$ cat src/rtl/seg_pkg.sv
// -----------------------------------------------------------------------------
// seg_pkg
// Shared constants, types and helpers for the six-digit dynamic-scan display.
//   NUM_DIGITS      number of display digits
//   DATA_MAX        largest value that fits in six decimal digits
//   SEG_0..SEG_9    active-low common-anode digit codes {dp,g,f,e,d,c,b,a}
//   SEG_BLANK       all segments off
//   SEG_MINUS       only segment g lit
//   conv_state_t    binary-to-BCD converter states
//   seg_encode()    BCD digit to segment code (dp off)
// -----------------------------------------------------------------------------
package seg_pkg;

    localparam int          NUM_DIGITS = 6;
    localparam logic [19:0] DATA_MAX   = 20'd999_999;

    localparam logic [7:0] SEG_0     = 8'hC0;
    localparam logic [7:0] SEG_1     = 8'hF9;
    localparam logic [7:0] SEG_2     = 8'hA4;
    localparam logic [7:0] SEG_3     = 8'hB0;
    localparam logic [7:0] SEG_4     = 8'h99;
    localparam logic [7:0] SEG_5     = 8'h92;
    localparam logic [7:0] SEG_6     = 8'h82;
    localparam logic [7:0] SEG_7     = 8'hF8;
    localparam logic [7:0] SEG_8     = 8'h80;
    localparam logic [7:0] SEG_9     = 8'h90;
    localparam logic [7:0] SEG_BLANK = 8'hFF;
    localparam logic [7:0] SEG_MINUS = 8'hBF;

    typedef enum logic [1:0] {
        IDLE,
        SHIFT,
        DONE
    } conv_state_t;

    function automatic logic [7:0] seg_encode(input logic [3:0] digit);
        case (digit)
            4'd0:    return SEG_0;
            4'd1:    return SEG_1;
            4'd2:    return SEG_2;
            4'd3:    return SEG_3;
            4'd4:    return SEG_4;
            4'd5:    return SEG_5;
            4'd6:    return SEG_6;
            4'd7:    return SEG_7;
            4'd8:    return SEG_8;
            4'd9:    return SEG_9;
            default: return SEG_BLANK;
        endcase
    endfunction

endpackage

$ cat src/rtl/seg_dynamic_bin2bcd.sv
// -----------------------------------------------------------------------------
// bin2bcd
// Sequential double-dabble: one add-3/shift iteration per clock, 20 iterations.
//   sys_clk    system clock
//   sys_rst_n  asynchronous active-low reset
//   start      load bin and begin a conversion (honoured only in IDLE)
//   bin        binary value, must be <= 999_999
//   busy       high while shifting
//   done       high in the cycle the result is written to bcd
//   bcd        six packed BCD digits, digit 0 in bcd[3:0]; holds last result
// -----------------------------------------------------------------------------
module bin2bcd
    import seg_pkg::*;
(
    input  logic        sys_clk,
    input  logic        sys_rst_n,
    input  logic        start,
    input  logic [19:0] bin,
    output logic        busy,
    output logic        done,
    output logic [23:0] bcd
);

    localparam logic [4:0] LAST_ITER = 5'd19;

    conv_state_t state, state_nxt;
    logic [4:0]  iter;
    logic [43:0] work;      // {bcd digits, remaining binary bits}

    // Add 3 to every BCD nibble that is 5 or more, so the following
    // left shift carries correctly into the next decimal digit.
    function automatic logic [43:0] dabble(input logic [43:0] w);
        logic [43:0] r;
        r = w;
        for (int d = 0; d < NUM_DIGITS; d++) begin
            if (r[20+4*d +: 4] >= 4'd5)
                r[20+4*d +: 4] = r[20+4*d +: 4] + 4'd3;
        end
        return r;
    endfunction

    // NOTE: sequential state uses <= so every register samples pre-edge values;
    // blocking = here would make results depend on statement order.
    always_ff @(posedge sys_clk or negedge sys_rst_n) begin
        if (!sys_rst_n) state <= IDLE;
        else            state <= state_nxt;
    end

    // NOTE: the default assignment first keeps every path assigned, so no
    // latch is inferred for state_nxt.
    always_comb begin
        state_nxt = state;
        case (state)
            IDLE:    if (start) state_nxt = SHIFT;
            SHIFT:   if (iter == LAST_ITER) state_nxt = DONE;
            DONE:    state_nxt = IDLE;
            default: state_nxt = IDLE;
        endcase
    end

    // NOTE: the working register and result are reset too, so an aborted
    // conversion never leaves stale digits behind after reset.
    always_ff @(posedge sys_clk or negedge sys_rst_n) begin
        if (!sys_rst_n) begin
            work <= '0;
            iter <= '0;
            bcd  <= '0;
        end else begin
            case (state)
                IDLE: begin
                    if (start) begin
                        work <= {24'd0, bin};
                        iter <= '0;
                    end
                end
                SHIFT: begin
                    work <= dabble(work) << 1;
                    iter <= iter + 5'd1;
                end
                DONE:    bcd <= work[43:20];
                default: ;
            endcase
        end
    end

    assign busy = (state == SHIFT);
    assign done = (state == DONE);

endmodule

$ cat src/rtl/seg_dynamic.sv
// -----------------------------------------------------------------------------
// seg_dynamic
// Dynamic-scan driver for a six-digit seven-segment display. Saturates and
// converts the input value to BCD, applies leading-zero blanking, sign and
// decimal points, and scans one digit per slot of CNT_MAX+1 clocks.
//   sys_clk    system clock
//   sys_rst_n  asynchronous active-low reset
//   data       unsigned binary value to display
//   point      decimal-point mask, bit i = digit i (digit 0 rightmost)
//   sign       show a minus sign left of the leftmost lit digit
//   seg_en     display enable; when low outputs are dark and scan is held
//   sel        one-hot digit select, active-high (registered)
//   seg        segment code, active-low {dp,g,f,e,d,c,b,a} (registered)
// -----------------------------------------------------------------------------
module seg_dynamic
    import seg_pkg::*;
#(
    parameter logic [15:0] CNT_MAX = 16'd49_999
) (
    input  logic        sys_clk,
    input  logic        sys_rst_n,
    input  logic [19:0] data,
    input  logic [5:0]  point,
    input  logic        sign,
    input  logic        seg_en,
    output logic [5:0]  sel,
    output logic [7:0]  seg
);

    logic [19:0] sat_data;
    logic [19:0] captured;
    logic        start;
    logic        busy;
    logic        done;
    logic [23:0] bcd;

    logic [3:0]  digit [NUM_DIGITS];
    logic [7:0]  code  [NUM_DIGITS];
    logic [2:0]  msd;
    logic [2:0]  pt_hi;
    logic [2:0]  lim;

    logic [15:0] cnt;
    logic [2:0]  idx;

    assign sat_data = (data > DATA_MAX) ? DATA_MAX : data;

    // Convert only when the converter is idle and the value has changed;
    // changes during a conversion are picked up on the next idle check.
    assign start = (sat_data != captured) && !busy && !done;

    always_ff @(posedge sys_clk or negedge sys_rst_n) begin
        if (!sys_rst_n)  captured <= '0;
        else if (start)  captured <= sat_data;
    end

    bin2bcd u_bcd (
        .sys_clk   (sys_clk),
        .sys_rst_n (sys_rst_n),
        .start     (start),
        .bin       (sat_data),
        .busy      (busy),
        .done      (done),
        .bcd       (bcd)
    );

    // Leftmost lit digit is the higher of the most significant nonzero digit
    // and the leftmost decimal point; digit 0 is always lit.
    always_comb begin
        msd   = '0;
        pt_hi = '0;
        for (int i = 0; i < NUM_DIGITS; i++) begin
            digit[i] = bcd[4*i +: 4];
            if (digit[i] != 4'd0) msd   = 3'(i);
            if (point[i])         pt_hi = 3'(i);
        end
        lim = (msd > pt_hi) ? msd : pt_hi;

        for (int i = 0; i < NUM_DIGITS; i++) begin
            if (i <= int'(lim))
                code[i] = seg_encode(digit[i]);
            else if (sign && (i == int'(lim) + 1))
                code[i] = SEG_MINUS;
            else
                code[i] = SEG_BLANK;
            if (point[i]) code[i][7] = 1'b0;
        end
    end

    // Outputs load only at a slot start (cnt == 0), so a value, point or sign
    // change becomes visible at the next slot boundary, never mid-slot.
    always_ff @(posedge sys_clk or negedge sys_rst_n) begin
        if (!sys_rst_n) begin
            cnt <= '0;
            idx <= '0;
            sel <= '0;
            seg <= SEG_BLANK;
        end else if (!seg_en) begin
            cnt <= '0;
            idx <= '0;
            sel <= '0;
            seg <= SEG_BLANK;
        end else begin
            if (cnt == CNT_MAX) begin
                cnt <= '0;
                idx <= (idx == 3'(NUM_DIGITS - 1)) ? 3'd0 : idx + 3'd1;
            end else begin
                cnt <= cnt + 16'd1;
            end
            if (cnt == 16'd0) begin
                sel <= 6'd1 << idx;
                seg <= code[idx];
            end
        end
    end

endmodule
$ cat config.mk
export PLATFORM = sky130hd
export DESIGN_NAME = seg_dynamic
export DESIGN_NICKNAME = d
export VERILOG_FILES = /design/src/rtl/seg_pkg.sv /design/src/rtl/seg_dynamic_bin2bcd.sv /design/src/rtl/seg_dynamic.sv
export SDC_FILE = /design/constraint.sdc
export NUM_CORES = 1
export LEC_CHECK = 0
export BUFFER_PORTS_ARGS = -buffer_cell sky130_fd_sc_hd__clkbuf_2
export CELL_PAD_IN_SITES_DETAIL_PLACEMENT = 0
export CELL_PAD_IN_SITES_GLOBAL_PLACEMENT = 1
export CORE_UTILIZATION = 48
export CTS_CLUSTER_SIZE = 30
export DETAILED_ROUTE_END_ITERATION = 10
export PLACE_DENSITY = 0.92
export SLEW_MARGIN = 20
export SYNTH_ARGS = -nofsm -noshare
export SYNTH_HDL_FRONTEND = slang
export SYNTH_HIERARCHICAL = 1
export SYNTH_SLANG_ARGS = --single-unit
$ cat constraint.sdc
create_clock -name sys_clk -period 4.18 [get_ports sys_clk]
set_input_delay 0.418 -clock sys_clk [delete_from_list [all_inputs] [get_ports sys_clk]]
set_output_delay 0.418 -clock sys_clk [all_outputs]
set_load 0.01 [all_outputs]
* Word-level counts from Yosys, hierarchy flattened
Memory sizes are Yosys's and may differ from the RTL's.
Cells that the tools add are included.
** Storage, ports and cells
- Bits in latches :: 0
- Bits of input ports :: 30
- RAM bits :: 0
- Output and inout port bits :: 14
- Memory bits (read-only) :: 672
- Register bits :: 128
- Memories kept :: 6
** Cells by class
- Shifts and indexed selects :: 1
- $mul :: 0
- Add/sub/neg operators :: 10
- Divide/modulo/power cells :: 0
- Reduce and logical (&&, ||, !) cells :: 19
- Order comparisons :: 14
- Multiplexer cells :: 53
- Bitwise operators :: 1
- Equal/unequal tests :: 15
** Memory list
- (name not given) :: depth 16, width 7, read ports 1, clocked after Yosys merged registers in 0, write ports 0, RTL line seg_pkg.sv:37 : case (digit)
- (name not given) :: depth 16, width 7, read ports 1, clocked after Yosys merged registers in 0, write ports 0, RTL line seg_pkg.sv:37
- (name not given) :: depth 16, width 7, read ports 1, clocked after Yosys merged registers in 0, write ports 0, RTL line seg_pkg.sv:37
- (name not given) :: depth 16, width 7, read ports 1, clocked after Yosys merged registers in 0, write ports 0, RTL line seg_pkg.sv:37
- (name not given) :: depth 16, width 7, read ports 1, clocked after Yosys merged registers in 0, write ports 0, RTL line seg_pkg.sv:37
- (name not given) :: depth 16, width 7, read ports 1, clocked after Yosys merged registers in 0, write ports 0, RTL line seg_pkg.sv:37
** Operators by type and width (count)
- $pmux 44 s2 :: 1
- $mux 8 :: 9
- $eq 3x32->1 const A :: 2
- $mux 44 :: 1
- $mux 3 :: 12
- $mux 7 :: 5
- $eq 2x32->1 const A :: 1
- $eq 4x32->1 const A :: 1
- $mux 16 :: 2
- $bmux 8 s3 :: 1
- $ge 4x3->1 const B :: 6
- $add 4x2->4 const B :: 5
- $gt 20x20->1 const B :: 1
- $mux 20 :: 1
- $mux 4 :: 5
- $ne 20x20->1 :: 1
- $reduce_bool 4->1 :: 5
- $add 16x1->16 const B :: 1
- $eq 16x16->1 const B :: 1
- $logic_not 16->1 :: 1
- $mux 6 :: 2
- $pmux 5 s2 :: 1
- $mux 1 :: 8
- $logic_and 1x1->1 :: 7
- 25 further kinds :: 33

* Logic depth before layout (Yosys ltp)
- Depth in word-level cells :: 19
- Gate-level depth with buffers :: 14
- Gate-level depth less buffers :: 14

* Modules after synthesis
The synthesis kept the hierarchy.
** By module, submodules not included
- seg_dynamic :: times used 1, area each 4653.2 µm², cells an instance 557, seq. area each 1336.3 µm²
- bin2bcd :: times used 1, area each 3433.3 µm², cells an instance 305, seq. area each 1876.8 µm²

* Worst setup path after synthesis
No wires, ideal clock.
- Path type :: reg-to-reg
- From :: register u_bcd.bcd[9]
- To :: register seg[0]
- Cell stages (with the launch flop) :: 14
- Period minus slack after synthesis :: 3.677 ns
- Data required time :: 4.098 ns
- Setup slack :: 0.503 ns
- Setup time :: 0.082 ns
- Arrival :: 3.596 ns
- Cells stage by stage :: dfrtp_1 inv_1 ha_1 or3b_2 a211oi_1 nor2_1 ha_1 and3_1 a21oi_1 nor3_1 a31oi_1 o21ai_0 o311a_1 o31a_1
** On the way
- Word-level cells in the longest chain between the ends :: 14
- Elaborated cells on any way between the ends :: 23
- Those cells by class :: order compare (6); mux (15); reduce/logical (1); memory (1)
** RTL lines
- from (decl) :: RTL line seg_dynamic_bin2bcd.sv:21 : output logic [23:0] bcd
- from (signal assigned) :: RTL line seg_dynamic_bin2bcd.sv:80 : DONE: bcd <= work[43:20];
- $reduce_bool 4->1 :: RTL line seg_dynamic.sv:74 : if (digit[i] != 4'd0) msd = 3'(i);
- $mux 2 :: RTL line seg_dynamic.sv:74
- $mux 3 (3 in series) :: RTL line seg_dynamic.sv:74
- $gt 3x3->1 :: RTL line seg_dynamic.sv:77 : lim = (msd > pt_hi) ? msd : pt_hi;
- $mux 3 :: RTL line seg_dynamic.sv:77
- $le 3x3->1 (tied with other cells) :: RTL line seg_dynamic.sv:80 : if (i <= int'(lim))
- $mux 8 :: RTL line seg_dynamic.sv:80
- $bmux 8 s3 * :: RTL line seg_dynamic.sv:112 : seg <= code[idx];
- $mux 8 (implied by the code) * (2 in series) :: RTL line seg_dynamic.sv:112
- $mux 8 * :: RTL line seg_dynamic.sv:110 : if (cnt == 16'd0) begin
- $mux 8 * :: RTL line seg_dynamic.sv:98 : end else if (!seg_en) begin
- to (signal assigned) :: RTL line seg_dynamic.sv:112
- to (decl) :: RTL line seg_dynamic.sv:27 : output logic [7:0] seg
Mark *: on every way between the ends. The rest lies on a longest branch, timed or not. The select of a mux whose other input is x is not followed.
A chain may end at the register's enable or synchronous reset.

* Worst setup path in the final report
- From :: register u_bcd.bcd[9]
- To :: register seg[6]
** On the way
- Word-level cells in the longest chain between the ends :: 17
- Elaborated cells on any way between the ends :: 39
- Those cells by class :: add/sub (1); order compare (6); eq/ne (5); mux (20); reduce/logical (6); memory (1)
** RTL lines
- $reduce_bool 4->1 :: RTL line seg_dynamic.sv:74
- $mux 2 :: RTL line seg_dynamic.sv:74
- $mux 3 (3 in series) :: RTL line seg_dynamic.sv:74
- $gt 3x3->1 :: RTL line seg_dynamic.sv:77
- $mux 3 :: RTL line seg_dynamic.sv:77
- $add 3x1->4 :: RTL line seg_dynamic.sv:82 : else if (sign && (i == int'(lim) + 1))
- $eq 4x32->1 (tied with other cells) :: RTL line seg_dynamic.sv:82
- $logic_and 1x1->1 :: RTL line seg_dynamic.sv:82
- $mux 7 :: RTL line seg_dynamic.sv:82
- $mux 8 :: RTL line seg_dynamic.sv:80
- $bmux 8 s3 * :: RTL line seg_dynamic.sv:112
- $mux 8 (implied by the code) * (2 in series) :: RTL line seg_dynamic.sv:112
- $mux 8 * :: RTL line seg_dynamic.sv:110
- $mux 8 * :: RTL line seg_dynamic.sv:98
Marked as above.

==> metrics.cfg <==
[route]
drc = 0
wl_met1_um = 8830
first_pass_iters = 5
wl_um = 18200
routed-wl-met3_um = 739
drtIter0Drc = 419
wl_met2_um = 8350
via_count = 6501
ant_nets = 0
maxUsedRoutingLayer = met4
drt-wirelength-per-cell_um = 16.2
post_drt_via_cell_ratio = 5.78

[global_routing]
gr-usage-all-layers_pct = 22.0
grt_pass1_wl_um = 31000
grt_max_degree = 76
grt_pass1_vias = 6218
overflow = 0
antenna_found_initial = 0

[timing]
rsz0062_at_grt = no
skew_ns = 0.0112
finalHoldViolations = 0
setup_ws_ns = 0.272
worst_pin_slew_ns = 0.982
finalSetupViolCount = 0
slew_violations = 0
fin_setup_tns_ns = 0
post-route-min-period_ns = 3.91
maxSlewHeadroom_pct = 34.5
max_freq_mhz = 256
fin_crit_sh_pct = 93.5

[hold_path]
hp-class = input port to asynchronous set/reset pin

[pwr]
vdd_drop_max_mv = 0.322
p_leak_nw = 4.05
internal_power_mw = 3.05
pwr-share-seq_pct = 34.0
power_switching_mw = 1.60
power_frac_clock_pct = 35.4
switching_share_pct = 34.4
powerDensity_nw_per_um2 = 511
power_mw = 4.65
power_frac_comb_pct = 30.6

[clock_network]
cts_sinks = 128
clock_latency_ns = 0.43
cts_root_buf = clkbuf_16
clockBufferDepth = 2
cts_htree_levels = 4
cts_hold_buf = 0
clk_pin_slew_ns = 0.06
cts-resized-gates = 0
post-cts-setup-buffers = 0
cts_buffers = 17
cts_tree = built

[setup_path]
critPathSlowestCell = or3b_2
startpoint_type = flop
crit-reg2reg-launch = u_bcd/bcd[9]
cp-end-kind = flop
cp_cell_sequence = inv_1 > ha_1 > or3b_2 > a211oi_1 > nor2_2 > ha_1 > nand3b_1 > a21oi_1 > buf_4 > mux2i_1 > nand2_1 > a311oi_1 > nor4_1 > o32ai_1
cpMostUsedCell = ha_1
max_stage_delay_ns = 0.49
rr_endpoint = seg[6]
crit_arrival_ns = 4.23
critPathLaunch = u_bcd/bcd[9]
cp_max_fo = 9
path_class = flop to flop
rrSetupSlack_ns = 0.27
rr_worst_depth = 14
required_ns = 4.50

[outcome]
status = finished, final reports clean

[place]
dpl.hpwl_um = 12600
place_worst_setup_slack_ns = 0.311
place_congestion = 0.923
io_buffers = 43

[floorplanning]
initial_core_util_pct = 48.9
fp.dieW_um = 132
dieArea_um2 = 17400
ios = 44
die_h_um = 132
rows = 47
coreArea_um2 = 16500

[synthesis]
synth.net_count = 938
avgSynthCellArea_um2 = 9.38
synthCells = 862
yosys-top-cells-count = dfrtp_1 (120), nand2_1 (92), nor2_1 (64)
synth_top_flop_cell = dfrtp_1
yosysMostFrequentCell = dfrtp_1
yosysWarnings = 6
synthArstFlopShare_pct = 100
ys_seq_area_share_pct = 39.7
synth_edf_count = 0
ys_top_cells_by_area = dfrtp_1 (37%), ha_1 (7.1%), nand2_1 (4.3%)
ys_types = 75
synth-seq-cells = 128
netlist_area_um2 = 8090
synth_top_area_share_pct = 37.1
synth_top_area_cell = dfrtp_1

[finish]
drive_above_1_share_pct = 17.0
antenna_cells = 0
nets = 967
area_growth_pct = 12.6

[run]
drv_cap = 0

[registers in the layout (all words and copies together), names as in the netlist]
register,cells
captured,20
sel,6
idx,3
cnt,16
u_bcd/work,44
u_bcd/state,2
u_bcd/bcd,24
seg,8
u_bcd/iter,5
[how the worst max path moves through the flow]
stage	end	slack [ns]	cells past startpoint
2_1_floorplan	seg[0]	0.50	13
3_3_place_gp	seg[6]	0.47	13
4_1_cts	seg[6]	0.30	13
3_5_place_dp	seg[6]	0.31	13
6_report	seg[6]	0.27	14
5_1_grt	seg[6]	0.006	14
[power by group through the flow]
| stage | clock [mW] | sequential [mW] | combinational [mW] |
|---|---|---|---|
| 4_1_cts | 1.67 | 1.58 | 1.39 |
| 3_5_place_dp | 0 | 1.60 | 1.38 |
| 3_3_place_gp | 0 | 1.59 | 1.38 |
| 5_1_grt | 1.73 | 1.61 | 1.59 |
| 2_1_floorplan | 0 | 1.51 | 1.04 |
| 6_report | 1.65 | 1.58 | 1.42 |
[kinds of logic (layout without fill, tap and decap cells)]
| logic type | count (synthesis) | count (layout) | share of synthesized area [%] |
|---|---|---|---|
| AOI/OAI and AO/OA | 215 | 215 | 18.3 |
| xor gates and xnor gates | 38 | 38 | 4.12 |
| adders and majority gates | 46 | 46 | 7.12 |
| buffers and inverters | 91 | 133 | 5.06 |
| DFF | 128 | 128 | 39.7 |
| muxes | 49 | 49 | 7.15 |
| and+or+nand+nor | 295 | 295 | 18.5 |
[placed cells by master, fill, tap and decap left out, types with 10 or more instances in the layout]
cell	Yosys	final
dfrtp_1	120	120
nand2_1	92	92
nor2_1	64	63
o21ai_0	48	48
inv_1	46	46
ha_1	46	46
clkbuf_2	0	42
a21oi_1	40	40
mux2_2	24	24
nand3_1	21	21
xor2_1	21	21
a22oi_1	20	20
nand2b_1	19	19
xnor2_1	17	17
clkbuf_16	0	17
nor3_1	15	15
mux2i_1	15	15
or2_2	12	12
a31oi_1	12	12
nor4_1	11	11
o22ai_1	11	11
a211oi_1	11	10
nor2b_1	10	10
buf_4	5	10
[critical path: cells and delay by family (launching register included)]
family	cells	cell delay, ns
muxes	1	0.35
DFF	1	0.44
buffers and inverters	2	0.30
and+or+nand+nor	5	1.12
adders and majority gates	2	0.40
AOI/OAI and AO/OA	4	1.19
[final cells by class]
| class | count | area, µm² |
|---|---|---|
| fillers | 1450 | 7420 |
| multi-input cells | 643 | 4480 |
| flip-flops and latches | 128 | 3210 |
| clock buffers | 19 | 443 |
| repair buffers | 53 | 305 |
| well taps | 220 | 275 |
| clock inverters | 13 | 210 |
| inverters | 48 | 183 |
[layer usage]
layer	vias up	global-route usage, %
met5	-	0
met4	0	8.20
met3	27	3.88
met2	166	33.9
met1	3139	30.9
li1	3169	-
[through the flow]
stage / utilization [%] / instance area, µm² / cells / hold WS [ns]
6_report: 55.1 / 9110 / 1124 / 0.166
5_1_grt: 55.1 / 9110 / 1124 / 0.246
4_1_cts: 55.0 / 9090 / 1124 / 0.198
3_5_place_dp: 51.1 / 8440 / 1092 / 0.463
3_3_place_gp: 51.1 / 8440 / 1092 / 0.459
2_1_floorplan: - / 8090 / 862 / 0.122
No activity file was read; power rests on OpenSTA's default activity.
